===== src/rtl/anita3_trigger_arbiter_if.sv =====
// Bus bundle between the trigger arbiter and its surroundings.
// master: trigger sources / buffer manager side; slave: the arbiter.
interface anita3_trigger_arbiter_if #(
  parameter int NUM_SRC   = 4,
  parameter int HOLDOFF_W = 8,
  parameter int DROP_W    = 16
);
  logic [NUM_SRC-1:0]        trig_req_i;
  logic [NUM_SRC-1:0]        src_en_i;
  logic [HOLDOFF_W-1:0]      holdoff_i;
  logic                      dead_i;
  logic                      drop_clr_i;
  logic [NUM_SRC-1:0]        trig_o;
  logic [1:0]                trig_src_o;
  logic [NUM_SRC-1:0]        pending_o;
  logic                      busy_o;
  logic [NUM_SRC*DROP_W-1:0] drop_count_o;

  modport master (
    output trig_req_i, src_en_i, holdoff_i, dead_i, drop_clr_i,
    input  trig_o, trig_src_o, pending_o, busy_o, drop_count_o
  );

  modport slave (
    input  trig_req_i, src_en_i, holdoff_i, dead_i, drop_clr_i,
    output trig_o, trig_src_o, pending_o, busy_o, drop_count_o
  );
endinterface


===== src/rtl/anita3_trigger_arbiter.sv =====
// Fixed-priority trigger arbiter (clk250 domain). Rising edges on enabled
// sources latch into pending; one source is granted per slot with a
// programmable holdoff, stalling while the buffer manager reports dead.
// Optional feature macro: TRIG_ARB_DROP_COUNT_EN (per-source drop counters).
//
// state   | meaning
// IDLE    | waiting for a pending request with dead_i low
// GRANT   | single-cycle grant pulse on trig_o
// HOLDOFF | counting down hcnt idle cycles before the next grant
module anita3_trigger_arbiter #(
  parameter int NUM_SRC   = 4,
  parameter int HOLDOFF_W = 8,
  parameter int DROP_W    = 16
) (
  input logic clk250_i,
  input logic rst_i,
  anita3_trigger_arbiter_if.slave bus
);

  localparam logic [1:0] ST_IDLE  = 2'd0;
  localparam logic [1:0] ST_GRANT = 2'd1;
  localparam logic [1:0] ST_HOLD  = 2'd2;

  logic [NUM_SRC-1:0]   r_req_d;
  logic [NUM_SRC-1:0]   r_pending;
  logic [NUM_SRC-1:0]   r_trig;
  logic [1:0]           r_state;
  logic [1:0]           r_src;
  logic [HOLDOFF_W-1:0] r_hcnt;

  logic [NUM_SRC-1:0]   w_edge;
  logic [NUM_SRC-1:0]   w_grant_clr;
  logic [NUM_SRC-1:0]   w_drop;
  logic [1:0]           w_sel_idx;
  logic                 w_grant;

  // Qualified rising edges, grant decision and drop detection
  always_comb begin
    w_edge      = bus.trig_req_i & ~r_req_d & bus.src_en_i;
    w_grant     = (r_state == ST_IDLE) && (|r_pending) && !bus.dead_i;
    w_grant_clr = w_grant ? (NUM_SRC'(1) << w_sel_idx) : '0;
    // an edge on a source whose pending bit is being granted this cycle re-arms it instead
    w_drop      = w_edge & r_pending & ~w_grant_clr;
  end

  // Lowest set pending index wins (index 0 = highest priority)
  always_comb begin
    w_sel_idx = '0;
    for (int i = NUM_SRC - 1; i >= 0; i--) begin
      if (r_pending[i]) w_sel_idx = i[1:0];
    end
  end

  // Request history; reset high so lines held through reset are not edges
  always_ff @(posedge clk250_i) begin
    if (rst_i) r_req_d <= '1;
    else       r_req_d <= bus.trig_req_i;
  end

  // Pending latch: set by edges, cleared by grant or source disable
  always_ff @(posedge clk250_i) begin
    if (rst_i) r_pending <= '0;
    else       r_pending <= (r_pending & ~w_grant_clr & bus.src_en_i) | w_edge;
  end

  // Grant state machine with holdoff countdown
  always_ff @(posedge clk250_i) begin
    if (rst_i) begin
      r_state <= ST_IDLE;
      r_trig  <= '0;
      r_src   <= '0;
      r_hcnt  <= '0;
    end else begin
      r_trig <= '0;
      case (r_state)
        ST_IDLE: begin
          if (w_grant) begin
            r_state <= ST_GRANT;
            r_trig  <= w_grant_clr;
            r_src   <= w_sel_idx;
            r_hcnt  <= bus.holdoff_i;
          end
        end
        ST_GRANT: begin
          r_state <= (r_hcnt == '0) ? ST_IDLE : ST_HOLD;
        end
        ST_HOLD: begin
          if (r_hcnt <= HOLDOFF_W'(1)) begin
            r_state <= ST_IDLE;
            r_hcnt  <= '0;
          end else begin
            r_hcnt <= r_hcnt - HOLDOFF_W'(1);
          end
        end
        default: r_state <= ST_IDLE;
      endcase
    end
  end

  assign bus.trig_o     = r_trig;
  assign bus.trig_src_o = r_src;
  assign bus.pending_o  = r_pending;
  assign bus.busy_o     = (r_state != ST_IDLE);

`ifdef TRIG_ARB_DROP_COUNT_EN
  logic [DROP_W-1:0] r_drop_cnt [NUM_SRC];

  // Saturating per-source drop counters; clear wins over a coincident drop
  always_ff @(posedge clk250_i) begin
    for (int i = 0; i < NUM_SRC; i++) begin
      if (rst_i || bus.drop_clr_i) r_drop_cnt[i] <= '0;
      else if (w_drop[i] && (r_drop_cnt[i] != '1)) r_drop_cnt[i] <= r_drop_cnt[i] + DROP_W'(1);
    end
  end

  for (genvar g = 0; g < NUM_SRC; g++) begin : g_drop_pack
    assign bus.drop_count_o[g*DROP_W +: DROP_W] = r_drop_cnt[g];
  end
`else
  logic w_unused_drop;

  assign bus.drop_count_o = '0;
  assign w_unused_drop    = ^{bus.drop_clr_i, w_drop};
`endif

endmodule

===== src/flat_wrapper.sv =====
// flat-port wrapper written by rule: the top's interface ports become plain ports
module anita3_trigger_arbiter_flat 
#(
  parameter int NUM_SRC   = 4,
  parameter int HOLDOFF_W = 8,
  parameter int DROP_W    = 16
)
  (clk250_i, rst_i, bus_trig_req_i, bus_src_en_i, bus_holdoff_i, bus_dead_i, bus_drop_clr_i, bus_trig_o, bus_trig_src_o, bus_pending_o, bus_busy_o, bus_drop_count_o);
  anita3_trigger_arbiter_if #(.NUM_SRC(NUM_SRC), .HOLDOFF_W(HOLDOFF_W), .DROP_W(DROP_W)) bus_i ();
  input logic clk250_i;
  input logic rst_i;
  input wire logic [$bits(bus_i.trig_req_i)-1:0] bus_trig_req_i;
  input wire logic [$bits(bus_i.src_en_i)-1:0] bus_src_en_i;
  input wire logic [$bits(bus_i.holdoff_i)-1:0] bus_holdoff_i;
  input wire logic [$bits(bus_i.dead_i)-1:0] bus_dead_i;
  input wire logic [$bits(bus_i.drop_clr_i)-1:0] bus_drop_clr_i;
  output wire logic [$bits(bus_i.trig_o)-1:0] bus_trig_o;
  output wire logic [$bits(bus_i.trig_src_o)-1:0] bus_trig_src_o;
  output wire logic [$bits(bus_i.pending_o)-1:0] bus_pending_o;
  output wire logic [$bits(bus_i.busy_o)-1:0] bus_busy_o;
  output wire logic [$bits(bus_i.drop_count_o)-1:0] bus_drop_count_o;
  assign bus_i.trig_req_i = bus_trig_req_i;
  assign bus_i.src_en_i = bus_src_en_i;
  assign bus_i.holdoff_i = bus_holdoff_i;
  assign bus_i.dead_i = bus_dead_i;
  assign bus_i.drop_clr_i = bus_drop_clr_i;
  assign bus_trig_o = bus_i.trig_o;
  assign bus_trig_src_o = bus_i.trig_src_o;
  assign bus_pending_o = bus_i.pending_o;
  assign bus_busy_o = bus_i.busy_o;
  assign bus_drop_count_o = bus_i.drop_count_o;
  anita3_trigger_arbiter #(.NUM_SRC(NUM_SRC), .HOLDOFF_W(HOLDOFF_W), .DROP_W(DROP_W)) u_core (.clk250_i(clk250_i), .rst_i(rst_i), .bus(bus_i));
endmodule

===== config.mk =====
export PLATFORM = sky130hd
export DESIGN_NAME = anita3_trigger_arbiter_flat
export DESIGN_NICKNAME = d
export VERILOG_FILES = /design/src/rtl/anita3_trigger_arbiter_if.sv /design/src/rtl/anita3_trigger_arbiter.sv /design/src/flat_wrapper.sv
export SDC_FILE = /design/constraint.sdc
export NUM_CORES = 1
export LEC_CHECK = 0
export CELL_PAD_IN_SITES_DETAIL_PLACEMENT = 1
export CELL_PAD_IN_SITES_GLOBAL_PLACEMENT = 2
export CORE_MARGIN = 2
export CORE_UTILIZATION = 20
export DETAILED_ROUTE_END_ITERATION = 6
export GPL_TIMING_DRIVEN = 0
export PLACE_DENSITY = 0.81
export REMOVE_ABC_BUFFERS = 1
export SLEW_MARGIN = 20
export SYNTH_ARGS = -nofsm -noshare
export SYNTH_HDL_FRONTEND = slang
export SYNTH_SLANG_ARGS = --single-unit
export TNS_END_PERCENT = 1

===== constraint.sdc =====
create_clock -name clk250_i -period 1.8 [get_ports clk250_i]
set_input_delay 0.36 -clock clk250_i [delete_from_list [all_inputs] [get_ports clk250_i]]
set_output_delay 0.36 -clock clk250_i [all_outputs]
set_load 0.01 [all_outputs]

==> Word-level counts from Yosys, hierarchy flattened <==
Cells that the tools add are included.
{ "word_totals": {"wordCells": 46, "output_inout_bits": 75, "inputBits": 20, "ff_bits": 24} }
{ "op_classes": {"eq_ne": 4, "muxes": 12, "reduce_logical": 12, "bitwise": 9, "magnitude_cmp": 1, "shift": 1, "add_sub_neg": 1} }
{ "ops": {"columns": ["operator", "n"], "rows": [
  ["$and 4x4->4", 4],
  ["$mux 8", 2],
  ["$pmux 8 s2", 1],
  ["$mux 2", 7],
  ["$le 8x1->1 const B", 1],
  ["$logic_not 8->1", 1],
  ["$not 4->4", 2],
  ["$sub 8x1->8 const B", 1],
  ["$pmux 2 s3", 1],
  ["$reduce_and 2->1", 3],
  ["$mux 4", 1],
  ["$ne 2x1->1 const B", 2],
  ["$or 4x4->4", 1],
  ["$reduce_bool 2->1", 2],
  ["$reduce_or 4->1", 1],
  ["$shl 1x2->4 const A", 1],
  ["$reduce_or 3->1", 1],
  ["$eq 2x1->1 const B", 1],
  ["$eq 2x2->1 const B", 1],
  ["$logic_and 1x1->1", 2],
  ["$logic_not 2->1", 1],
  ["$not 1->1", 2],
  ["$logic_not 1->1", 1]
]} }

==> Logic depth before layout (Yosys ltp) <==
Gate-level depths: netlist (run 1).
{ "logic_depth": {"ltp_word": 10, "depth_mapped": 6, "depth_no_buf": 6} }

==> Worst setup path before layout (run 1) <==
OpenSTA, ideal clock, no wires.
{ "synth_timing": {"kind": "register -> register", "startpoint": "reg u_core.r_hcnt[3]", "endpoint": "reg u_core.r_hcnt[7]", "arrival_time_ps": 1261, "required_ps": 1677, "n_path_buf": 0, "path_stages_with_launch": 5, "setup_time_ps": 123, "path_slack_ps": 416, "period_less_slack_ps": 1384, "path_cell_list": "dfxtp_1 -> or4_4 -> nor4_4 -> a2bb2oi_2 -> a31oi_1"} }
{ "synth_between": {"elab_chain_len": 3, "word_cells_on_any_way": 4, "cone_classes": "1 x add/sub; 1 x order compare; 2 x mux"} }
{ "synth_rtl": {"columns": ["item", "line_no", "text"], "rows": [
  ["start, declared", "anita3_trigger_arbiter.sv:29", "logic [HOLDOFF_W-1:0] r_hcnt;"],
  ["start signal, assigned", "anita3_trigger_arbiter.sv:81", "r_hcnt <= bus.holdoff_i;"],
  ["start signal, assigned", "anita3_trigger_arbiter.sv:92", "r_hcnt <= r_hcnt - HOLDOFF_W'(1);"],
  ["$sub 8x1->8 / $le 8x1->1 (equally long branches)", "anita3_trigger_arbiter.sv:92, anita3_trigger_arbiter.sv:88", null],
  ["$mux 8 *", "anita3_trigger_arbiter.sv:88", "if (r_hcnt <= HOLDOFF_W'(1)) begin"],
  ["$pmux 8 s2 *", "anita3_trigger_arbiter.sv:75", "case (r_state)"]
]} }
Every way passes the cells marked *; elsewhere a longest branch is shown, timed or not.
A chain may end at the register's enable or synchronous reset.

==> Final worst setup path (run 1) <==
{ "layout_timing": {"startpoint": "reg u_core.r_pending[3] (netlist: u_core.bus.pending_o[3])", "endpoint": "out bus_pending_o[3]"} }
{ "layout_rtl": {"columns": ["item", "line_no", "text"], "rows": [
  ["start, declared", "anita3_trigger_arbiter.sv:25", "logic [NUM_SRC-1:0] r_pending;"],
  ["start signal, assigned", "anita3_trigger_arbiter.sv:63", "else r_pending <= (r_pending & ~w_grant_clr & bus.src_en_i) | w_edge;"],
  ["end, declared", "flat_wrapper.sv:19", "output wire logic [$bits(bus_i.pending_o)-1:0] bus_pending_o;"]
]} }
No word-level cell between the ends.

==> results of run 1 <==
## metal layers
layer	GRT usage [%]	wire length, microns	part of all wire, %	up-vias
li1	-	-	-	603
met1	10.53	1650	45	571
met2	12.76	1663	46	58
met3	2.609	313	8.6	2
met4	1.071	12	0.33	0
met5	0	0	0	-
## layout make-up
cell class,count,area [sq um],area share (%)
Clock buffer,3,41.29,2.164
Clock inverter,1,30.03,1.574
Inverter,6,22.52,1.180
Multi-Input combinational cell,160,905.9,47.48
Sequential cell,24,484.2,25.38
Tap cell,105,131.4,6.885
Timing Repair Buffer,29,292.8,15.34
## Yosys cell counts, types with 2 or more instances
cell	instances
sky130_fd_sc_hd__nand3_1	4
sky130_fd_sc_hd__nor2_4	2
sky130_fd_sc_hd__nor4_4	2
sky130_fd_sc_hd__a31oi_1	4
sky130_fd_sc_hd__ha_1	2
sky130_fd_sc_hd__o21ai_1	3
sky130_fd_sc_hd__inv_1	6
sky130_fd_sc_hd__nor3_1	5
sky130_fd_sc_hd__nor2_1	13
sky130_fd_sc_hd__dfxtp_1	24
sky130_fd_sc_hd__nand2b_1	3
sky130_fd_sc_hd__or2_2	5
sky130_fd_sc_hd__and3_1	2
sky130_fd_sc_hd__nor3b_1	3
sky130_fd_sc_hd__a21oi_1	11
sky130_fd_sc_hd__nor2b_1	4
sky130_fd_sc_hd__nor4_1	2
sky130_fd_sc_hd__buf_4	64
sky130_fd_sc_hd__nand2_1	5
sky130_fd_sc_hd__clkbuf_1	2
sky130_fd_sc_hd__a311oi_1	2
## worst max path at each step
stage / slack, ps / endpoint / startpoint / cells after the start
2_1_floorplan: 420 / u_core.r_hcnt[7]$_SDFFE_PP0P_ / u_core.r_hcnt[3]$_SDFFE_PP0P_ / 4
3_3_place_gp: -120 / u_core.r_hcnt[4]$_SDFFE_PP0P_ / rst_i / 4
3_5_place_dp: -160 / u_core.r_hcnt[0]$_SDFFE_PP0P_ / bus_dead_i / 5
4_1_cts: 1 / bus_busy_o / u_core.r_state[0]$_SDFFE_PP0P_ / 2
5_1_grt: 3 / u_core.r_hcnt[3]$_SDFFE_PP0P_ / u_core.r_hcnt[6]$_SDFFE_PP0P_ / 4
6_report: 100 / bus_pending_o[3] / u_core.bus.pending_o[3]$_SDFF_PP0_ / 1
## registers in the layout (all words and copies together) (netlist names)
name	cells
u_core.bus.trig_src_o	2
u_core.r_hcnt	8
u_core.bus.trig_o	4
u_core.r_req_d	4
u_core.r_state	2
u_core.bus.pending_o	4
## layout by cell type, fill, tap and decap left out, types with 2 or more instances in the layout
cell type                         synthesis  final
sky130_fd_sc_hd__clkbuf_8                 0      3
sky130_fd_sc_hd__a21oi_1                 11     11
sky130_fd_sc_hd__nor3_1                   5      5
sky130_fd_sc_hd__ha_1                     2      2
sky130_fd_sc_hd__clkdlybuf4s50_1          0     28
sky130_fd_sc_hd__nor2b_1                  4      4
sky130_fd_sc_hd__nor2_4                   2      2
sky130_fd_sc_hd__nor3b_1                  3      3
sky130_fd_sc_hd__nand2b_1                 3      3
sky130_fd_sc_hd__o21ai_1                  3      3
sky130_fd_sc_hd__a311oi_1                 2      2
sky130_fd_sc_hd__nor4_4                   2      2
sky130_fd_sc_hd__nand2_1                  5      5
sky130_fd_sc_hd__dfxtp_2                  0      3
sky130_fd_sc_hd__or2_2                    5      5
sky130_fd_sc_hd__inv_1                    6      6
sky130_fd_sc_hd__nor2_1                  13     13
sky130_fd_sc_hd__nor4_1                   2      2
sky130_fd_sc_hd__conb_1                   1     64
sky130_fd_sc_hd__a31oi_1                  4      4
sky130_fd_sc_hd__and3_1                   2      2
sky130_fd_sc_hd__nand3_1                  4      4
sky130_fd_sc_hd__dfxtp_1                 24     21
## cells by family (layout without fill, tap and decap cells)
kind of cell | Yosys count | after routing | share of synthesized area (%)
AOI/OAI and AO/OA | 35 | 35 | 15.22
and+or+nand+nor | 58 | 58 | 22.39
buffers and inverters | 74 | 39 | 31.42
DFF | 24 | 24 | 28.66
adders and majority gates | 2 | 2 | 1.492
muxes | 1 | 1 | 0.5970
other | 1 | 64 | 0.2237
## power by group through the flow
stage,combinational (mW),clock (mW),sequential (mW)
after floorplan,0.173,0,0.578
after global placement,0.255,0,0.580
after detailed placement,0.257,0,0.581
after CTS,0.258,0.502,0.568
after global routing,0.287,0.532,0.572
final,0.258,0.485,0.569
## timing repair
item / CTS / global route
gates resized for setup: 1 / 3
endpoints found under the setup margin: 1 / 3
hold endpoints to repair: 0 / 0
cloned: 0 / 0
## worst min-delay path, cell delays in order, from the launching register on
cell and delay, ps:
sky130_fd_sc_hd__dfxtp_1 320, sky130_fd_sc_hd__nor2_1 100, sky130_fd_sc_hd__nor3_1 50
==> impl_summary.log, run 1 <==
INFO  metric globalplace.congestion = ~0.82
INFO  metric antenna_found_initial = 0
INFO  metric die_width = roughly 96 microns
INFO  metric synth_top_cell_by_area = sky130_fd_sc_hd__dfxtp_1
INFO  metric r2r-start = u_core.r_hcnt[6]$_SDFFE_PP0P_
INFO  metric drc = 0
INFO  metric cts_root_buf = sky130_fd_sc_hd__clkbuf_8
INFO  metric worstPathRequired = 1440 ps
INFO  metric critical-path-top-delay-family = buffers and inverters
INFO  metric holdBufCountCts = 0
INFO  metric pwr-share-seq = 43.4%
INFO  metric p_int = approximately 0.95 mW
INFO  metric yosysWarnings = 0
INFO  metric cpMaxStageDelayCell = sky130_fd_sc_hd__clkdlybuf4s50_1
INFO  metric clock_tree.htree_level_count = 1
INFO  metric leakagePower = ~0.8 nW
INFO  metric wl = between 3000 and 4000 microns
INFO  metric fin_ws = ~98 ps
INFO  metric postLayoutCoreUtil = a little under a quarter
INFO  metric rrSetupSlack = roughly 110 ps
INFO  metric path_buf_inv = 1
INFO  metric cts_inserted_buffers = 3
INFO  metric yosysTopAreaCellShare = 28.66%
INFO  metric grt_use_total = 7.919%
INFO  metric num_vias = 1234
INFO  metric nFillCells = slightly below 1000
INFO  metric clock.fmax = roughly 0.59 GHz
INFO  metric mappedNetlistArea = ~1700 sq um
INFO  metric worst-setup-path-type = flip-flop to output port
INFO  metric antenna_left = 0
INFO  metric clock_latency = around 270 ps
INFO  metric net-switching-power = around 0.36 mW
INFO  metric antenna_cells = 0
INFO  metric result_of_the_run = finished, final reports clean
INFO  metric vertical_extent_of_the_die = around 96 microns
INFO  metric placed_area = 1831 sq um
INFO  metric fin_crit_sh = a little over nine tenths
INFO  metric netlist_instances = between 150 and 200
INFO  metric worst_slew_pin_slew = between 800 and 900 ps
INFO  metric first_global_vias = roughly 1100
INFO  metric post_synth.cell_area_avg = 8.598 sq um
INFO  metric die_area = roughly 9000 sq um
INFO  metric worstHoldPathType = flip-flop to flip-flop
INFO  metric pin_count_of_the_biggest_net_entering_global_routing = 23
INFO  metric placedCellCount = 324
INFO  metric proportion_of_layout_cells_with_a_drive_suffix_above_1 = about 11%
INFO  metric hold_start = u_core.bus.trig_src_o[0]$_SDFFE_PP0P_
INFO  metric initial_utilization = approximately a fifth
INFO  metric fin_cells = between 300 and 400
INFO  metric synth_async_sr_flop_share = 0%
INFO  metric drv_slew = 0
INFO  metric max-vdd-ir-drop = 0.2296 mV
INFO  metric ys.flop_type = sky130_fd_sc_hd__dfxtp_1
INFO  metric synth_seq_cells = 24
INFO  metric area_growth_syn_to_layout = 13.81%
INFO  metric grt.overflow.total = 0
INFO  metric drt_iter0_markers = 38
INFO  metric dp_hpwl = between 2000 and 3000 microns
INFO  metric max_stage_delay = 600 ps
INFO  metric min_path_cells = 2
INFO  metric synth_sequential_area_ratio = around 29%
INFO  metric final_period_minus_worst_setup_slack = roughly 1700 ps
INFO  metric power_density = approximately 690 nW/um^2
INFO  metric floorplan.core_area = ~8200 sq um
INFO  metric cts_tree = yes
INFO  metric clock_power_share = a little under two fifths
INFO  metric max_cap_violations = 0
INFO  metric timing.hold.worst_endpoint = u_core.bus.trig_src_o[0]$_SDFFE_PP0P_
INFO  metric place_ws = -155.1 ps
INFO  metric num_rows = 33
INFO  metric drt_first_pass_iters = 4
INFO  metric final-hold-violation-count = 0
INFO  metric io_port_bufs = 29
INFO  metric worst_setup_path_start_kind = flip-flop
INFO  metric holdWs = 500.4 ps
INFO  metric finalSetupViolCount = 0
INFO  metric clk_transition_reported_paths = 90 ps
INFO  metric combPwrFrac = 19.7%
INFO  metric num_io_pins = 95
INFO  metric global_route_wire_length_before_repair = around 5700 microns
INFO  metric synth.lib_cells_used.distinct = 48
INFO  metric grt_setup_unrepaired = false
INFO  metric number_of_synthesized_flops_with_an_enable_pin = 0
INFO  metric clk_path_buf_depth = 2
INFO  metric critPathArrivalTime = ~1300 ps
INFO  metric cts_num_sinks = 24
INFO  metric timing.setup.tns = 0 ps
INFO  metric worst_slew_margin_rel = a little under half
INFO  metric switching_share = about 28%
INFO  metric crit_path_max_fanout = 6
INFO  metric regToRegEndpoint = u_core.r_hcnt[3]$_SDFFE_PP0P_
INFO  metric detail_route.wl_per_cell = between 10 and 15 microns
INFO  metric finalPower = roughly 1.3 mW
INFO  metric cp_endpoint_kind = output port
INFO  metric fin_worst_skew = between 4 and 5 ps
INFO  metric finalInstanceArea = ~1900 sq um
INFO  metric worst_r2r_path_depth = 4
INFO  metric cts_setup_buffers = 0
INFO  metric synthTopCellsByArea = sky130_fd_sc_hd__dfxtp_1, sky130_fd_sc_hd__buf_4, sky130_fd_sc_hd__a21oi_1
INFO  metric detail_route.vias_per_cell = about 3.8
INFO  metric final_nets = 246
INFO  metric cp_cell_sequence = clkdlybuf4s50_1
Power figures use the tool's default switching activity.
==> inputs of run 2 (changes only) <==
--- a/config.mk
+++ b/config.mk
@@ -8,10 +8,10 @@
 export CELL_PAD_IN_SITES_DETAIL_PLACEMENT = 1
 export CELL_PAD_IN_SITES_GLOBAL_PLACEMENT = 2
 export CORE_MARGIN = 2
-export CORE_UTILIZATION = 20
+export CORE_UTILIZATION = 22
 export DETAILED_ROUTE_END_ITERATION = 6
 export GPL_TIMING_DRIVEN = 0
-export PLACE_DENSITY = 0.81
+export PLACE_DENSITY = 0.87
 export REMOVE_ABC_BUFFERS = 1
 export SLEW_MARGIN = 20
 export SYNTH_ARGS = -nofsm -noshare
==> constraint.sdc (replaced) <==
create_clock -name clk250_i -period 2.1 [get_ports clk250_i]
set_input_delay 0.42 -clock clk250_i [delete_from_list [all_inputs] [get_ports clk250_i]]
set_output_delay 0.42 -clock clk250_i [all_outputs]
set_load 0.01 [all_outputs]
==> run 2 against run 1 <==
  * Total power shrank 15%
  * Clock-buffer cell count did not move
  * Worst setup slack improved by 140 ps
  * Flip-flop and latch count unchanged
  * Final cell count shrank 1.8%
  * Wire length fell by 1.8%
  * Utilization rose by 2.5 points
  * Largest power group unchanged
==> impl_summary.log, run 2 (same netlist as run 1, synthesis figures left out) <==
INFO  metric result_of_the_run = finished, final reports clean
INFO  metric die_area = 8336 sq um (-8.7%)
INFO  metric worstHoldPathType = flip-flop to flip-flop
INFO  metric cpMaxStageDelayCell = sky130_fd_sc_hd__clkdlybuf4s50_1
INFO  metric fin_worst_skew = 4.693 ps (+0.6348 ps)
INFO  metric worst_setup_path_start_kind = flip-flop
INFO  metric cts_tree = yes
INFO  metric placedCellCount = 318 (-1.9%)
INFO  metric antenna_found_initial = 0 (unchanged)
INFO  metric critPathArrivalTime = 1440 ps (+100 ps)
INFO  metric finalSetupViolCount = 0 (unchanged)
INFO  metric most-common-layout-cells = sky130_fd_sc_hd__conb_1, sky130_fd_sc_hd__clkdlybuf4s50_1, sky130_fd_sc_hd__dfxtp_1
INFO  metric holdWs = 509.9 ps (+9.510 ps)
INFO  metric num_io_pins = 95 (unchanged)
INFO  metric drv_slew = 0 (unchanged)
INFO  metric cts_inserted_buffers = 3 (unchanged)
INFO  metric drc = 0 (unchanged)
INFO  metric worst_slew_pin_slew = 790.3 ps (-14.83 ps)
INFO  metric pwr-share-seq = 43.5% (about the same)
INFO  metric final_nets = 246 (unchanged)
INFO  metric cts_setup_buffers = 0 (unchanged)
INFO  metric first_global_vias = 1211 (+8.3%)
INFO  metric max_stage_delay = 620 ps (+20 ps)
INFO  metric drt_first_pass_iters = 4 (unchanged)
INFO  metric max_cap_violations = 0 (unchanged)
INFO  metric area_growth_syn_to_layout = 12.99%
INFO  metric holdBufCountCts = 0 (unchanged)
INFO  metric detail_route.wl_per_cell = 11.11 microns (about the same)
INFO  metric fin_cells = 322 (-1.8%)
INFO  metric io_port_bufs = 29 (unchanged)
INFO  metric postLayoutCoreUtil = 25.84% (+2.5 points)
INFO  metric worst-setup-path-type = flip-flop to output port
INFO  metric pin_count_of_the_biggest_net_entering_global_routing = 23 (unchanged)
INFO  metric initial_utilization = 22.87% (+2.4 points)
INFO  metric grt_use_total = 8.422% (+0.50 points)
INFO  metric cp_cell_sequence = clkdlybuf4s50_1
INFO  metric register_bank_with_the_most_flops = u_core.r_hcnt
INFO  metric max-vdd-ir-drop = 0.2600 mV (+13%)
INFO  metric drt_iter0_markers = 38 (unchanged)
INFO  metric globalplace.congestion = 0.7770 (-5.1%)
INFO  metric timing.setup.tns = 0 ps (unchanged)
INFO  metric layout.cells.most_common = sky130_fd_sc_hd__conb_1
INFO  metric combPwrFrac = 19.7% (about the same)
INFO  metric cts_root_buf = sky130_fd_sc_hd__clkbuf_8
INFO  metric clk_transition_reported_paths = 90 ps (about the same)
INFO  metric dp_hpwl = 2772 microns (+1.4%)
INFO  metric wl = 3577 microns (-1.8%)
INFO  metric detail_route.vias_per_cell = 3.795 (+0.87%)
INFO  metric cts_num_sinks = 24 (unchanged)
INFO  metric proportion_of_layout_cells_with_a_drive_suffix_above_1 = 9.865% (-1.3 points)
INFO  metric final_period_minus_worst_setup_slack = about 1900 ps
INFO  metric global_route_wire_length_before_repair = 5809 microns (+2.7%)
INFO  metric clock_latency = 270 ps (about the same)
INFO  metric die_width = 91.30 microns (-4.5%)
INFO  metric cp_endpoint_kind = output port
INFO  metric ctsResizeCount = 0 (-1)
INFO  metric critical-path-top-delay-family = buffers and inverters
INFO  metric antenna_left = 0 (unchanged)
INFO  metric vertical_extent_of_the_die = 91.30 microns (-4.5%)
INFO  metric antenna_cells = 0 (unchanged)
INFO  metric fin_crit_sh = between 80% and 90%
INFO  metric clock_tree.htree_level_count = 1 (unchanged)
INFO  metric switching_share = 27.34% (-0.29 points)
INFO  metric num_vias = 1222 (-0.97%)
INFO  metric largest_reg_flops = 8 (unchanged)
INFO  metric leakagePower = 0.7639 nW (-2.5%)
INFO  metric clk_path_buf_depth = 2 (unchanged)
INFO  metric num_rows = 31 (-6.1%)
INFO  metric path_buf_inv = 1 (unchanged)
INFO  metric power_density = 591.0 nW/um^2 (-14%)
INFO  metric floorplan.core_area = 7331 sq um (-10%)
INFO  metric grt.overflow.total = 0 (unchanged)
INFO  metric clock_power_share = 36.8% (-0.2 points)
INFO  metric worstPathRequired = 1680 ps (+240 ps)
INFO  metric final-hold-violation-count = 0 (unchanged)
INFO  metric placed_area = 1823 sq um (-0.41%)
INFO  metric finalInstanceArea = 1894 sq um (-0.72%)
INFO  metric grt_setup_unrepaired = false
INFO  metric p_int = 0.8134 mW (-14%)
INFO  metric net-switching-power = 0.3061 mW (-16%)
INFO  metric worst_slew_margin_rel = 47.15% (+0.99 points)
INFO  metric clock.fmax = between 0.5 and 0.6 GHz
INFO  metric crit_path_max_fanout = 9 (+3)
## run 2: cell count changes in the layout (fill, tap and decap cells not counted), sizes merged
cell,delta
clkdlybuf4s50,+1
dlymetal6s2s,-1
## run 2: routing by layer
layer / vias to the layer above / GRT usage [%] / routed length [microns]
li1: 596 / - / -
met1: 570 / 9.169 / 1456
met2: 52 / 15.31 / 1731
met3: 4 / 3.817 / 365
met4: 0 / 1.136 / 23
met5: - / 0 / 0
## run 2: area by class of cell
type                       instances  area (sq um)
clock buffer                       3         41.29
clock inverter                     1         30.03
fill                             900          5436
inverter                           6         22.52
multi-input combinational        160         905.9
sequential                        24         480.5
tap                               99         123.9
timing repair buffer              29         290.3
## run 2: final timing paths
| path | slack, ps | cells after the start | to | startpoint |
|---|---|---|---|---|
| hold / removal | 510 | 2 | u_core.bus.trig_src_o[1]$_SDFFE_PP0P_ | u_core.bus.trig_src_o[1]$_SDFFE_PP0P_ |
| hold reg to reg | 510 | 2 | u_core.bus.trig_src_o[1]$_SDFFE_PP0P_ | u_core.bus.trig_src_o[1]$_SDFFE_PP0P_ |
| setup / recovery | 240 | 1 | bus_pending_o[0] | u_core.bus.pending_o[0]$_SDFF_PP0_ |
| setup reg to reg | 420 | 4 | u_core.r_hcnt[3]$_SDFFE_PP0P_ | u_core.r_hcnt[6]$_SDFFE_PP0P_ |
## run 2: worst register-to-register path: cells and delay by family, from the launching register on
kind | cells | cell delay, ps
AO/OA/AOI/OAI | 3 | 610
flip-flops | 1 | 390
AND/OR/NAND/NOR | 1 | 540
## run 2: power by group through the flow
stage,Clock (mW),Combinational (mW),Sequential [mW]
floorplan,0,0.148,0.495
detailed placement,0,0.219,0.498
CTS,0.427,0.220,0.488
global route,0.442,0.245,0.491
finish,0.412,0.220,0.487
global placement,0,0.215,0.497
## run 2: per-stage QoR
stage / total power [mW] / setup WS (ps)
finish: 1.119 / 235.7
global route: 1.177 / 157.4
CTS: 1.135 / 204.8
detailed placement: 0.7170 / 80.38
global placement: 0.7123 / 137.1
floorplan: 0.6430 / 716.2
==> inputs of run 3 (changes only) <==
--- a/config.mk
+++ b/config.mk
@@ -11,6 +11,7 @@
 export CORE_UTILIZATION = 22
 export DETAILED_ROUTE_END_ITERATION = 6
 export GPL_TIMING_DRIVEN = 0
+export MAX_ROUTING_LAYER = met4
 export PLACE_DENSITY = 0.87
 export REMOVE_ABC_BUFFERS = 1
 export SLEW_MARGIN = 20
==> run 3 against run 2 <==
  * Via count rose by 0.16%
  * Clock power barely moved
  * Register-to-register slack barely moved
  * Fmax fell by 0.62%
  * Total power barely moved
  * Critical endpoint unchanged
  * Cell area did not move
  * Highest routed layer unchanged
  * Clock skew barely moved
  * Clock-buffer cell count did not move
  * Wire length rose by 0.11%
  * Critical path depth did not move
  * Utilization did not move
==> impl_summary.log, run 3 (same netlist as run 1, synthesis figures left out) <==
INFO  metric result_of_the_run = finished, final reports clean
INFO  metric worst_r2r_path_depth = 4 (unchanged)
INFO  metric worst-setup-path-type = flip-flop to output port
INFO  metric crit_path_max_fanout = 9 (unchanged)
INFO  metric power_density = 591.1 nW/um^2 (about the same)
INFO  metric drt_iter0_markers = 38 (unchanged)
INFO  metric layout.cells.most_common = sky130_fd_sc_hd__conb_1
INFO  metric path_buf_inv = 1 (unchanged)
INFO  metric fin_ws = 224.0 ps (-11.69 ps)
INFO  metric proportion_of_layout_cells_with_a_drive_suffix_above_1 = 9.865% (unchanged)
INFO  metric antenna_cells = 0 (unchanged)
INFO  metric first_global_vias = 1213 (+0.17%)
INFO  metric initial_utilization = 22.87% (unchanged)
INFO  metric global_route_wire_length_before_repair = 5802 microns (-0.12%)
INFO  metric grt.overflow.total = 0 (unchanged)
INFO  metric cp_num_cells = 1 (unchanged)
INFO  metric clock_power_share = 36.8% (about the same)
INFO  metric placedCellCount = 318 (unchanged)
INFO  metric clock_tree.htree_level_count = 1 (unchanged)
INFO  metric pwr-share-seq = 43.5% (about the same)
INFO  metric multiInputGateArea = 905.9 sq um (unchanged)
INFO  metric detail_route.wl_per_cell = 11.12 microns (+0.11%)
INFO  metric cts_root_buf = sky130_fd_sc_hd__clkbuf_8
INFO  metric switching_share = 27.35% (about the same)
INFO  metric floorplan.core_area = 7331 sq um (unchanged)
INFO  metric timing.setup.tns = 0 ps (unchanged)
INFO  metric ctsResizeCount = 0 (unchanged)
INFO  metric globalplace.congestion = 0.7876 (+1.4%)
INFO  metric worstHoldPathType = flip-flop to flip-flop
INFO  metric grt_util_met3 = 3.402% (-0.41 points)
INFO  metric largest_reg_flops = 8 (unchanged)
INFO  metric max_cap_violations = 0 (unchanged)
INFO  metric grt_setup_unrepaired = false
INFO  metric worst_setup_path_start_kind = flip-flop
INFO  metric drv_slew = 0 (unchanged)
INFO  metric nFillCells = 900 (unchanged)
INFO  metric worst_slew_pin_slew = 808.1 ps (+17.84 ps)
INFO  metric final_period_minus_worst_setup_slack = 1876 ps (+11.69 ps)
INFO  metric antenna_left = 0 (unchanged)
INFO  metric vertical_extent_of_the_die = 91.30 microns (unchanged)
INFO  metric cp_endpoint_kind = output port
INFO  metric detail_route.vias_per_cell = 3.801 (+0.16%)
INFO  metric min_path_cells = 2 (unchanged)
INFO  metric final_nets = 246 (unchanged)
INFO  metric antenna_found_initial = 0 (unchanged)
INFO  metric finalSetupViolCount = 0 (unchanged)
INFO  metric wl = 3581 microns (+0.11%)
INFO  metric fin_cells = 322 (unchanged)
INFO  metric grtUsageMet2 = 15.31% (unchanged)
INFO  metric num_rows = 31 (unchanged)
INFO  metric grt.busiest_layer = met2
INFO  metric fin_crit_sh = 89.33% (+0.56 points)
INFO  metric leakagePower = 0.7639 nW (unchanged)
INFO  metric clk_transition_reported_paths = 90 ps (about the same)
INFO  metric cts_tree = yes
INFO  metric holdBufCountCts = 0 (unchanged)
INFO  metric combPwrFrac = 19.7% (about the same)
INFO  metric critical-path-top-delay-family = buffers and inverters
INFO  metric clock_latency = 270 ps (about the same)
INFO  metric most-common-layout-cells = sky130_fd_sc_hd__conb_1, sky130_fd_sc_hd__clkdlybuf4s50_1, sky130_fd_sc_hd__dfxtp_1
INFO  metric clock.fmax = 0.5330 GHz (-0.62%)
INFO  metric fin_worst_skew = 4.935 ps (+0.2413 ps)
INFO  metric area_growth_syn_to_layout = 12.99% (unchanged)
INFO  metric postLayoutCoreUtil = 25.84% (unchanged)
INFO  metric die_area = 8336 sq um (unchanged)
INFO  metric clk_path_buf_depth = 2 (unchanged)
INFO  metric dp_hpwl = 2772 microns (unchanged)
INFO  metric max-vdd-ir-drop = 0.2600 mV (about the same)
INFO  metric net-switching-power = 0.3063 mW (about the same)
INFO  metric register_bank_with_the_most_flops = u_core.r_hcnt
INFO  metric die_width = 91.30 microns (unchanged)
INFO  metric grt_use_total = 8.657% (+0.23 points)
INFO  metric drt_first_pass_iters = 4 (unchanged)
INFO  metric use_met1 = 9.422% (+0.25 points)
INFO  metric p_int = 0.8134 mW (about the same)
INFO  metric place_ws = 80.38 ps (unchanged)
INFO  metric cts_setup_buffers = 0 (unchanged)
INFO  metric drc = 0 (unchanged)
INFO  metric final-hold-violation-count = 0 (unchanged)
INFO  metric worst_slew_margin_rel = 45.96% (-1.2 points)
INFO  metric ff_latch_area = 480.5 sq um (unchanged)
INFO  metric critPathArrivalTime = 1460 ps (+20 ps)
INFO  metric worstPathRequired = 1680 ps (about the same)
INFO  metric num_io_pins = 95 (unchanged)
INFO  metric max_stage_delay = 630 ps (about the same)
INFO  metric num_vias = 1224 (+0.16%)
INFO  metric cp_cell_sequence = clkdlybuf4s50_1
INFO  metric io_port_bufs = 29 (unchanged)
INFO  metric cts_inserted_buffers = 3 (unchanged)
INFO  metric cts_num_sinks = 24 (unchanged)
INFO  metric pin_count_of_the_biggest_net_entering_global_routing = 23 (unchanged)
INFO  metric cpMaxStageDelayCell = sky130_fd_sc_hd__clkdlybuf4s50_1
## run 3: cell counts in the layout (fill, tap and decap cells not counted)
Identical to the previous run, type by type.
## run 3: power groups by stage
| stage | combinational, mW | sequential (mW) | clock [mW] |
|---|---|---|---|
| after floorplan | 0.148 | 0.495 | 0 |
| after global placement | 0.215 | 0.497 | 0 |
| after global routing | 0.245 | 0.491 | 0.442 |
| after detailed placement | 0.219 | 0.498 | 0 |
| after CTS | 0.220 | 0.488 | 0.427 |
| final | 0.220 | 0.487 | 0.412 |
## run 3: through the flow
step	hold slack (ps)	total power [mW]	cell area, sq um
global placement	478.9	0.7123	1823
global route	554.4	1.177	1894
floorplan	484.6	0.6430	1409
CTS	517.6	1.135	1894
detailed placement	499.5	0.7170	1823
finish	509.9	1.120	1894
## run 3: per-layer routing
layer | up-vias | part of all wire [%] | wire length [microns]
met5 | - | 0 | 0
met1 | 570 | 42 | 1501
met3 | 4 | 9.0 | 323
li1 | 598 | - | -
met4 | 0 | 0.64 | 23
met2 | 52 | 48 | 1732
## run 3: path summary, 6_finish.rpt
check	start	to	slack, ps
max reg2reg	u_core.r_hcnt[6]$_SDFFE_PP0P_	u_core.r_hcnt[3]$_SDFFE_PP0P_	420
min	u_core.bus.trig_src_o[1]$_SDFFE_PP0P_	u_core.bus.trig_src_o[1]$_SDFFE_PP0P_	510
max	u_core.bus.pending_o[0]$_SDFF_PP0_	bus_pending_o[0]	220
min reg2reg	u_core.bus.trig_src_o[1]$_SDFFE_PP0P_	u_core.bus.trig_src_o[1]$_SDFFE_PP0P_	510
## run 3: cell type report
type                    count  share of cell area [%]
inverters                   6                   1.189
clock inverters             1                   1.585
multi-input cells         160                   47.82
flip-flops and latches     24                   25.36
well taps                  99                   6.539
repair buffers             29                   15.32
clock buffers               3                   2.180
==> edit 1: new RTL, flow settings as in run 1 <==
Build with the macro `TRIG_ARB_DROP_COUNT_EN` defined.
--- a/src/rtl/anita3_trigger_arbiter.sv
+++ b/src/rtl/anita3_trigger_arbiter.sv
@@ -7,6 +7,8 @@
 // IDLE    | waiting for a pending request with dead_i low
 // GRANT   | single-cycle grant pulse on trig_o
 // HOLDOFF | counting down hcnt idle cycles before the next grant
+`define TRIG_ARB_DROP_COUNT_EN
+
 module anita3_trigger_arbiter #(
   parameter int NUM_SRC   = 4,
   parameter int HOLDOFF_W = 8,
Check against the original RTL: not equivalent (a bounded check fails within 10 cycles, from zero or initial values and one cycle with rst_i high).
==> edit 1 against run 1 <==
- the flow now finishes with violations (negative setup slack)
- register-to-register slack got worse by 340 ps
- sequential power rose to 4.1 times the old value
- final cell count rose to 2.6 times the old value
- design area rose to 3.4 times the old value
- global-route usage rose by 3.2 points
- wire length rose to 3.6 times the old value
- die area rose to 2.7 times the old value
- clock power rose to 4.0 times the old value
- synthesized area rose to 2.8 times the old value
- total power rose to 3.6 times the old value
- setup slack got worse by 330 ps
- clock skew rose by 8.0 ps
- combinational power rose by 94%
- sequential cell count rose by 64
==> edit 1: results (changes against run 1) <==
[sta]
setup_violations = 79  ; +79
worst_pin_slew_ps = 611.4  ; -193.7 ps
worst_slack_ps = -227.9  ; -325.6 ps
skew_ps = 12.06  ; +8.003 ps
holdWs_ps = 501.8  ; +1.355 ps
finalSetupTns_ps = -10090  ; -10090 ps

[clock_network]
path_clk_slew_ps = 70  ; -20 ps
cts-root-buf = clkbuf_16
insertion_delay_ps = 350  ; +80 ps
htreeDepth = 3  ; +2

[setup_path]
reg2reg_to = u_core.r_drop_cnt[0][15]
worstReg2RegStart = u_core.r_drop_cnt[0][0]
rr_worst_depth = 6  ; +2
path_max_fanout = 16  ; +10
cp.arrival_ps = 2130  ; +790 ps

[final_layout]
finalNonFillerCells = 856  ; +160%
drive_gt1_share_pct = 14.04  ; +2.8 points
final_util_pct = 28.86  ; +5.5 points
largest_reg_flops = 64  ; +56
fill_cells = 2539  ; +160%
nets = 592  ; +140%

[place]
place_congestion = 0.7088  ; -13%
dpl.cell_count = 828  ; +160%
place_worst_setup_slack_ps = -1258  ; -1103 ps
port-buffer-count = 94  ; +220%
postPlaceCellArea_sq_um = 5863  ; +220%

[global_routing]
grtUsageTotal_pct = 11.07  ; +3.2 points
grt_pass1_vias = 3908  ; +250%
antenna_found_initial = 1  ; +1
grt_max_degree = 26  ; +13%
grt_pass1_wl_microns = 21250  ; +280%

[logic_synthesis]
synthTopCellsByCount = 92 x nor2_1, 64 x edfxtp_1, 47 x xnor2_1
synthFlopType = edfxtp_1
synth-edff-count = 64  ; +64
synthArstFlopShare_pct = 0  ; unchanged
ys_seq_area_share_pct = 52.10  ; +23 points

[hold_path]
hold_start = u_core.r_hcnt[0]
min_to = u_core.r_hcnt[0]
hold_path_depth = 1  ; -1

[detailed_routing]
drt-total-wl_microns = 12930  ; +260%
drt_iter0_markers = 143  ; +280%
dr_wl_met2_microns = 6013  ; +260%
via_per_inst = 4.412  ; +17%

[power_and_ir_drop]
p_int_uw = 3576  ; +280%
seqPwrFrac_pct = 49.3  ; +5.9 points
combinationalPowerShare_pct = 10.5  ; -9.2 points
ir_worst_vdd_v = 0.0004271  ; +86%
p_leak_uw = 0.002359  ; +200%

[outcome]
status = complete, but fails checks
violations = negative setup slack

## edit 1: worst max path at each step
stage,slack (ps),end,startpoint
after floorplan,-440,u_core.r_drop_cnt[0][0],u_core.r_drop_cnt[0][0]
after global placement,-1250,u_core.r_drop_cnt[0][3],rst_i
after detailed placement,-1260,u_core.r_drop_cnt[0][3],rst_i
after CTS,-240,u_core.r_drop_cnt[0][12],u_core.r_drop_cnt[0][0]
after global routing,-300,u_core.r_drop_cnt[0][14],u_core.r_drop_cnt[0][1]
final,-230,u_core.r_drop_cnt[0][15],u_core.r_drop_cnt[0][0]
## edit 1: timing repair
action                     4_1_cts  5_1_grt
buffers inserted                 4        7
setup endpoints to repair      145      156
pin swaps                       27        9
resized for setup               42       40
hold endpoints to repair         0        0
## edit 1: cells by family (layout without fill, tap and decap cells)
group / after synthesis / in the layout / share of synthesized area [%]
AND/OR/NAND/NOR: 235 / 235 / 25.37
other: 0 / 1 / 0
flip-flops: 88 / 88 / 52.10
multiplexers: 4 / 4 / 0.8684
XOR/XNOR: 56 / 56 / 10.64
adder cells (fa/ha/maj): 7 / 7 / 1.900
buffers and inverters: 30 / 142 / 2.687
AO/OA/AOI/OAI: 38 / 38 / 6.432
## edit 1: per-layer routing
metal  up-vias  global-route usage [%]
met5         -                       0
met1      1830                   14.59
met2        75                   17.51
met4         0                   4.194
met3        15                   2.750
li1       1857                       -
## edit 1: worst max-delay path: stages (launching register included)
cell and delay, ps:
edfxtp_1 400, ha_4 170, nand3_4 110, or4_4 560, o31ai_4 270, nand2_2 90
buf_12 180
## edit 1: final cells by class
type / count / share of cell area, %
timing repair buffer: 105 / 16.70
tap: 285 / 5.458
multi-input combinational: 340 / 35.25
sequential: 88 / 36.94
inverter: 21 / 1.206
clock inverter: 7 / 0.9575
antenna: 1 / 0.03830
clock buffer: 9 / 3.447
==> edit 2: new RTL, flow settings as in run 1 <==
Made on the original files. `DROP_W` is set to 16 in 3 places; all go to 24.
--- a/src/rtl/anita3_trigger_arbiter_if.sv
+++ b/src/rtl/anita3_trigger_arbiter_if.sv
@@ -3,7 +3,7 @@
 interface anita3_trigger_arbiter_if #(
   parameter int NUM_SRC   = 4,
   parameter int HOLDOFF_W = 8,
-  parameter int DROP_W    = 16
+  parameter int DROP_W    = 24
 );
   logic [NUM_SRC-1:0]        trig_req_i;
   logic [NUM_SRC-1:0]        src_en_i;
--- a/src/rtl/anita3_trigger_arbiter.sv
+++ b/src/rtl/anita3_trigger_arbiter.sv
@@ -10,7 +10,7 @@
 module anita3_trigger_arbiter #(
   parameter int NUM_SRC   = 4,
   parameter int HOLDOFF_W = 8,
-  parameter int DROP_W    = 16
+  parameter int DROP_W    = 24
 ) (
   input logic clk250_i,
   input logic rst_i,
--- a/src/flat_wrapper.sv
+++ b/src/flat_wrapper.sv
@@ -3,7 +3,7 @@
 #(
   parameter int NUM_SRC   = 4,
   parameter int HOLDOFF_W = 8,
-  parameter int DROP_W    = 16
+  parameter int DROP_W    = 24
 )
   (clk250_i, rst_i, bus_trig_req_i, bus_src_en_i, bus_holdoff_i, bus_dead_i, bus_drop_clr_i, bus_trig_o, bus_trig_src_o, bus_pending_o, bus_busy_o, bus_drop_count_o);
   anita3_trigger_arbiter_if #(.NUM_SRC(NUM_SRC), .HOLDOFF_W(HOLDOFF_W), .DROP_W(DROP_W)) bus_i ();
Interface: changed (resized bus_drop_count_o); port bits go from 95 to 127. The function was not compared with the original's and may differ.
==> edit 2 against run 1 <==
- total power is 2.5% higher
- setup slack worse by 61 ps
- design area up 8.0%
- sequential cell count stayed put
- wire length grew 9.9%
- first-iteration DRC count is 37% lower
- sequential power barely moved
- synthesized area grew 14%
- largest cell class unchanged
- largest power group unchanged
==> edit 2: results (changes against run 1) <==
[outcome]
status = complete, no violations

[detailed_routing]
drt-total-wl_microns = 4002  ; +9.9%
drt_iter0_markers = 24  ; -37%
via_per_inst = 3.424  ; -9.0%
first_pass_iters = 3  ; -1
vias = 1315  ; +6.6%

[setup_path]
critPathLaunch = u_core.bus.pending_o[2]
critical_path.max_stage_delay_ps = 620  ; +20 ps
cp.arrival_ps = 1400  ; +60 ps
worst-r2r-setup-slack_ps = 160  ; +50 ps
worstReg2RegStart = u_core.r_state[1]
path_max_fanout = 7  ; +1

[place]
place_worst_setup_slack_ps = -136.8  ; +18.23 ps
dpl.cell_count = 380  ; +17%
place_congestion = 0.7636  ; -6.7%
place_hpwl_microns = 3118  ; +14%

[logic_synthesis]
ys_seq_area_share_pct = 25.07  ; -3.6 points
synth_area_leaders = buf_4 38%, dfxtp_1 25%, a21oi_1 2.9%
synthTopCellsByCount = 96 x buf_4, 24 x dfxtp_1, 13 x nor2_1
yosys.area_share.adder_pct = 1.305  ; -0.19 points
synth_compound_area_share_pct = 13.32  ; -1.9 points
synthMuxAreaShare_pct = 0.5222  ; -0.075 points

[sta]
relSlewSlack_pct = 46.04  ; -0.11 points
fin_crit_sh_pct = 97.99  ; +3.4 points
skew_ps = 4.463  ; +0.4044 ps

[global_routing]
grt_pass1_vias = 1209  ; +8.1%
grtUsageTotal_pct = 7.137  ; -0.78 points
grt_pass1_wl_microns = 5920  ; +4.6%

[power_and_ir_drop]
ir_worst_vdd_v = 0.0002682  ; +17%
p_leak_uw = 0.0008779  ; +12%

[hold_path]
hold_path_depth = 2  ; unchanged
min_to = u_core.bus.trig_src_o[1]

[final_layout]
fill_cells = 1141  ; +16%

==> edit 2: final cells by class <==
cell class	instances	share of cell area [%]
clock buffer	3	2.004
clock inverter	1	1.457
inverter	6	1.093
multi-input combinational	192	50.21
sequential	24	23.38
tap	129	7.832
timing repair buffer	29	14.03
==> edit 2: logic make-up after synthesis <==
family                   after synthesis
flip-flops                            24
AND/OR/NAND/NOR                       58
adder cells (fa/ha/maj)                2
multiplexers                           1
buffers and inverters                106
other                                  1
AO/OA/AOI/OAI                         35
==> edit 2: how the worst max path moves through the flow <==
stage	end
5_1_grt	bus_pending_o[2]
6_report	bus_pending_o[2]
2_1_floorplan	u_core.r_hcnt[7]
3_5_place_dp	u_core.r_hcnt[4]
4_1_cts	bus_pending_o[2]
3_3_place_gp	u_core.r_hcnt[4]
==> edit 2: metrics by stage <==
step	area [sq um]	setup TNS, ps	hold slack (ps)
2_1_floorplan	1529	0	424.6
3_3_place_gp	1981	-556.0	500.9
3_5_place_dp	1981	-957.4	505.9
4_1_cts	2052	0	523.9
5_1_grt	2061	0	539.8
6_report	2061	0	517.2
==> edit 2: repair_timing <==
item / 4_1_cts / 5_1_grt
resized for setup: 2 / 1
hold endpoints to repair: 0 / 0
setup endpoints to repair: 2 / 1
==> edit 2: report_power, final <==
part | leakage, uW | switching, uW | internal [uW]
Sequential | 0.000196 | 22.2 | 548
Clock | 0.0000357 | 185 | 297
Combinational | 0.000646 | 186 | 105
==> edit 2: per-layer routing <==
metal  global-route usage [%]  vias to the layer above  wire (microns)
li1                         -                      628               -
met1                    8.537                      609            1675
met2                    12.80                       76            1910
met3                    2.531                        2             408
met4                   0.6154                        0               8
met5                        0                        -               0
